File: config.mk
export PLATFORM = sky130hd
export DESIGN_NAME = fxp_mul_pipe
export DESIGN_NICKNAME = d
export VERILOG_FILES = /design/src/rtl/fxp_mul_pipe_pkg.sv /design/src/rtl/fxp_mul_pipe_round_sat.sv /design/src/rtl/fxp_mul_pipe.sv
export SDC_FILE = /design/constraint.sdc
export NUM_CORES = 1
export LEC_CHECK = 0
export CAP_MARGIN = 20
export CELL_PAD_IN_SITES_DETAIL_PLACEMENT = 1
export CELL_PAD_IN_SITES_GLOBAL_PLACEMENT = 1
export CORE_MARGIN = 2
export CORE_UTILIZATION = 30
export CTS_CLUSTER_SIZE = 20
export DETAILED_ROUTE_END_ITERATION = 12
export HOLD_SLACK_MARGIN = 0.15
export MAX_ROUTING_LAYER = met4
export PLACE_DENSITY_LB_ADDON = 0.1
export SLEW_MARGIN = 20
export SYNTH_ARGS = -nofsm -noshare
export SYNTH_HDL_FRONTEND = slang
export SYNTH_SLANG_ARGS = --single-unit
File: constraint.sdc
create_clock -name clk -period 11.5 [get_ports clk]
set_clock_uncertainty 0.1 [all_clocks]
set_input_delay 1.725 -clock clk [delete_from_list [all_inputs] [get_ports clk]]
set_output_delay 1.725 -clock clk [all_outputs]
set_load 0.01 [all_outputs]
File: src/rtl/fxp_mul_pipe_pkg.sv
// fxp_mul_pipe_pkg: shared fixed-point word format and rounding-mode encodings
package fxp_mul_pipe_pkg;
   localparam int FXP_N            = 16;
   localparam int FXP_FRAC         = 8;
   localparam int FXP_ROUND_FLOOR  = 0;
   localparam int FXP_ROUND_HALFUP = 1;
endpackage

File: src/rtl/fxp_mul_pipe_round_sat.sv
// fxp_round_sat: aligns a 2N-bit Q(2*FRAC) product to N bits with optional
// half-up rounding and saturation; ovf flags results outside the N-bit range
module fxp_round_sat
   import fxp_mul_pipe_pkg::*;
#(
   parameter int N     = FXP_N,
   parameter int FRAC  = FXP_FRAC,
   parameter int ROUND = FXP_ROUND_HALFUP,
   parameter int SAT   = 1
) (
   input  logic [2*N-1:0] prod,
   output logic [N-1:0]   y,
   output logic           ovf
);
   localparam logic signed [2*N:0] HALF = (ROUND == FXP_ROUND_HALFUP) ? (2*N+1)'(1) << (FRAC - 1) : '0;
   logic signed [2*N:0] r;
   // one extra bit keeps the rounding carry of the most positive product
   assign r = ($signed({prod[2*N-1], prod}) + HALF) >>> FRAC;
   assign ovf = !((&r[2*N:N-1]) || !(|r[2*N:N-1]));
   assign y = (SAT != 0 && ovf) ? (r[2*N] ? {1'b1, {(N-1){1'b0}}} : {1'b0, {(N-1){1'b1}}}) : r[N-1:0];
endmodule

File: src/rtl/fxp_mul_pipe.sv
// fxp_mul_pipe: stall-all pipelined signed fixed-point multiplier with
// valid/ready handshake, selectable rounding, saturation and sticky overflow
module fxp_mul_pipe
   import fxp_mul_pipe_pkg::*;
#(
   parameter int N     = FXP_N,
   parameter int FRAC  = FXP_FRAC,
   parameter int LAT   = 2,
   parameter int ROUND = FXP_ROUND_HALFUP,
   parameter int SAT   = 1
) (
   input  logic           clk,
   input  logic           rst_n,
   input  logic           in_valid,
   output logic           in_ready,
   input  logic [N-1:0]   a,
   input  logic [N-1:0]   b,
   output logic           out_valid,
   input  logic           out_ready,
   output logic [N-1:0]   y,
   output logic [2*N-1:0] y_full,
   output logic           ovf,
   output logic           ovf_sticky,
   input  logic           ovf_clr
);
   logic                  adv;
   logic [LAT-1:0]        vld;
   logic signed [N-1:0]   a_m, b_m;
   logic signed [2*N-1:0] p_m, p_r;
   logic [N-1:0]          y_d;
   logic                  ovf_d;
   assign adv       = !out_valid || out_ready;
   assign in_ready  = adv;
   assign out_valid = vld[LAT-1];
   // operand stages: none for LAT=1, one for LAT=2/3, two for LAT=4
   generate
      if (LAT == 1) begin : g_op0
         assign a_m = a;
         assign b_m = b;
      end else if (LAT < 4) begin : g_op1
         always_ff @(posedge clk)
            if (adv) begin
               a_m <= a;
               b_m <= b;
            end
      end else begin : g_op2
         logic signed [N-1:0] a_1, b_1;
         always_ff @(posedge clk)
            if (adv) begin
               a_1 <= a;
               b_1 <= b;
               a_m <= a_1;
               b_m <= b_1;
            end
      end
      assign p_m = (2*N)'(a_m) * (2*N)'(b_m);
      if (LAT >= 3) begin : g_prod
         always_ff @(posedge clk)
            if (adv) p_r <= p_m;
      end else begin : g_noprod
         assign p_r = p_m;
      end
   endgenerate
   fxp_round_sat #(.N(N), .FRAC(FRAC), .ROUND(ROUND), .SAT(SAT)) u_rs (
      .prod (p_r),
      .y    (y_d),
      .ovf  (ovf_d)
   );
   // bubbles shift like data so latency stays fixed
   always_ff @(posedge clk or negedge rst_n)
      if (!rst_n) begin
         vld    <= '0;
         y      <= '0;
         y_full <= '0;
         ovf    <= 1'b0;
      end else if (adv) begin
         vld    <= LAT'({vld, in_valid});
         y      <= y_d;
         y_full <= p_r;
         ovf    <= ovf_d;
      end
   always_ff @(posedge clk or negedge rst_n)
      if (!rst_n) ovf_sticky <= 1'b0;
      else if (out_valid && out_ready && ovf) ovf_sticky <= 1'b1;
      else if (ovf_clr) ovf_sticky <= 1'b0;
endmodule
==> summary.md <==
| Metric | Value |
|---|---|
| GR Util All Layers | a little under a fifth |
| Worst min path class | register to register |
| Flop2flop setup slack | 2390 ps |
| Clk pin slew, worst setup/hold paths | about 70 ps |
| # DRC | 2 |
| Worst skew pair latency | 390 ps |
| Non-Filler Instances | around 2200 |
| Root Buffer Master | clkbuf_16 |
| Most used cell, CP | fa_1 |
| Slew HR | between 30% and 40% |
| Synth Register Bits | between 80 and 90 |
| DRT Wirelength | roughly 42 mm |
| Vias | roughly 10000 |
| Clk buf depth | 2 |
| Final ANT Viol Nets | 0 |
| Layout cells sized above 1 | under 10% |
| Via/cell ratio | 4.81 |
| Buffers added on ports | 88 |
| TritonCTS clock tree | yes |
| Most frequent cells in the layout | inv_1 (298), fa_1 (262), nand2_1 (236) |
| Crit-path slowest cell | a2111oi_1 |
| Failing checks | design-rule violations |
| EDFF count, synth | 32 |
| Final period util | about 80% |
| Setup violators final | 0 |
| 1st-iter DRT viols | between 500 and 600 |
| Yosys cell types | 77 |
| WP data arrival | 9250 ps |
| Post-CTS setup buffers | 0 |
| Commonest non-fill, non-tap cell in the layout | inv_1 |
| Worst reg-to-reg path cell count | 26 |
| N_diodes | 0 |
| Largest net degree at the start of global routing | 77 |
| Ys Warns | 0 |
| Max Freq | roughly 110 MHz |
| Hold buffers post-CTS | 0 |
| Cells after Synth | roughly 1500 |
| H-Tree Depth | 3 |
| I/O pins | 89 |
| Unrepaired setup endpoints after global routing | no |
| Critical path peak fanout | 16 |
| Syn-to-layout area delta | 11.8% |
| Setup CP Type | register to register |
| Crit path capture type | register |
| First-pass GRT wire length | 68.8 mm |
| Sequential share of the synthesized area | between 10% and 20% |
| Dpl hpwl | around 34 mm |
| Reg-to-Reg End | y[2] |
| Worst Path Required | 11640 ps |
| Vias in the first global route | between 10000 and 15000 |
| Dpl cells | about 2200 |
| Final hold vios | 0 |
| Antenna violations before repair | 0 |
| Clock sink count | 84 |
| Syn Nets | roughly 1900 |
| Drt first pass iters | 9 |
| Die Width | around 220 µm |
| Fin nets | 1941 |
| RR Startpoint | b_m[1] |
| Max-cap violation count | 0 |
| RePlAce Congestion | a little under 0.8 |
| Congestion Overflow GR | 0 |
| Worst-margin pin slew | 1010 ps |
| Crit path time final | between 9000 and 10000 ps |
| Top-area cell type share of the netlist area | between 30 and 40% |
| Async set or reset register ratio after synthesis | 61.9% |
| CTS buffer count | 9 |
| Hold Startpoint | vld[0] |
| Slew Viols, Final | 0 |
| Synth area leaders | fa_1 (37%), dfrtp_1 (9.2%), inv_1 (7.9%), ha_1 (7.3%), edfxtp_1 (6.8%) |
| Cts repair resizes | 0 |
| Hold depth | 2 |
| DIE HEIGHT | about 220 µm |
| TNS Setup | 0 ps |
| Mean Syn Cell Area | between 9 and 10 µm² |
| Drt wl/cell | slightly below 20 µm |
| Core Area | 46700 µm² |
| Status | complete, but fails checks |
| Leading area contributor after synthesis | fa_1 |
| Hold EP | vld[0] |
| Full die area | just under 50000 µm² |
| Starting Density | a little over 30% |
| Crit start category | register |
| Site Rows | 79 |
| Ys flop type | dfrtp_1 |
| Mapped cell area | ~14000 µm² |
| CP peak stage delay | approximately 860 ps |
-- cells by family (layout without fill, tap and decap cells) --
group / count (synthesis) / in the layout / share of synthesized area, %
xor gates and xnor gates: 47 / 47 / 2.90
buffers and inverters: 361 / 407 / 9.90
muxes: 11 / 11 / 0.819
and+or+nand+nor: 514 / 514 / 18.2
adders and majority gates: 345 / 345 / 44.3
DFF: 84 / 84 / 15.9
AOI/OAI and AO/OA: 155 / 155 / 7.97
-- metrics by stage --
| stage | hold WS (ps) | setup slack (ps) | area [µm²] | utilization [%] |
|---|---|---|---|---|
| global route | 393 | 1830 | 15900 | 34.0 |
| CTS | 364 | 2160 | 15900 | 34.0 |
| finish | 358 | 2390 | 15900 | 34.0 |
| global placement | 341 | 2290 | 15600 | 33.4 |
| detailed placement | 348 | 2270 | 15600 | 33.4 |
| floorplan | 330 | 3830 | 14200 | - |
-- synthesized netlist by cell type, types with 5 or more instances --
library cell and number:
nand2_1 236, clkbuf_1 43, a21oi_1 34, a31oi_1 14
nor3_1 6, nor2_1 49, o211ai_1 12, dfrtp_1 52
and2_1 126, o311ai_2 9, and4_1 6, nand2b_1 12
o21ai_0 34, nor4_1 5, xor2_1 12, a21o_1 6
o21a_1 6, inv_1 298, nand4_1 17, xnor2_1 35
o311ai_0 5, ha_1 83, buf_2 8, fa_1 262
and3_1 7, mux2i_1 6, edfxtp_1 32, nand3_1 17
nor2b_1 7
-- metal layers --
metal  up-vias  routed length, µm  track usage, %
met2       133              21600            32.5
met3        34                880            2.15
met5         -                  0               -
met4         0                597            3.64
met1      5484              19300            24.0
li1       4792                  -               -
-- flip-flops by register name (all words and copies together) (netlist names) --
register / flops
ovf_sticky: 1
a_m: 16
vld: 2
b_m: 16
ovf: 1
y_full: 32
y: 16
-- how the worst max path moves through the flow --
stage	cells past startpoint	end	slack [ps]	from
floorplan	28	y[10]	3830	a_m[15]
global placement	26	y[3]	2290	b_m[1]
detailed placement	26	y[2]	2270	b_m[1]
CTS	26	y[2]	2160	b_m[1]
global route	26	y[2]	1830	b_m[1]
finish	26	y[2]	2390	b_m[1]
-- critical path: cells and delay by family, from the launching register on --
kind | cells | cell delay, ps
compound gates | 4 | 1660
xor+xnor | 1 | 560
fa+ha+maj | 7 | 3580
buf+inv | 6 | 870
flops | 1 | 690
mux | 2 | 550
simple gates | 6 | 910
-- cell type report --
class	instances	area (µm²)
fill	5391	30800
tap	607	759
sequential	84	2260
inverter	299	1120
clock buffer	12	258
multi-input combinational	1072	10500
clock inverter	3	20.0
timing repair buffer	93	913
Power is not shown: default switching activity piles up to over one toggle a cycle in this logic, so the estimate is an artifact.
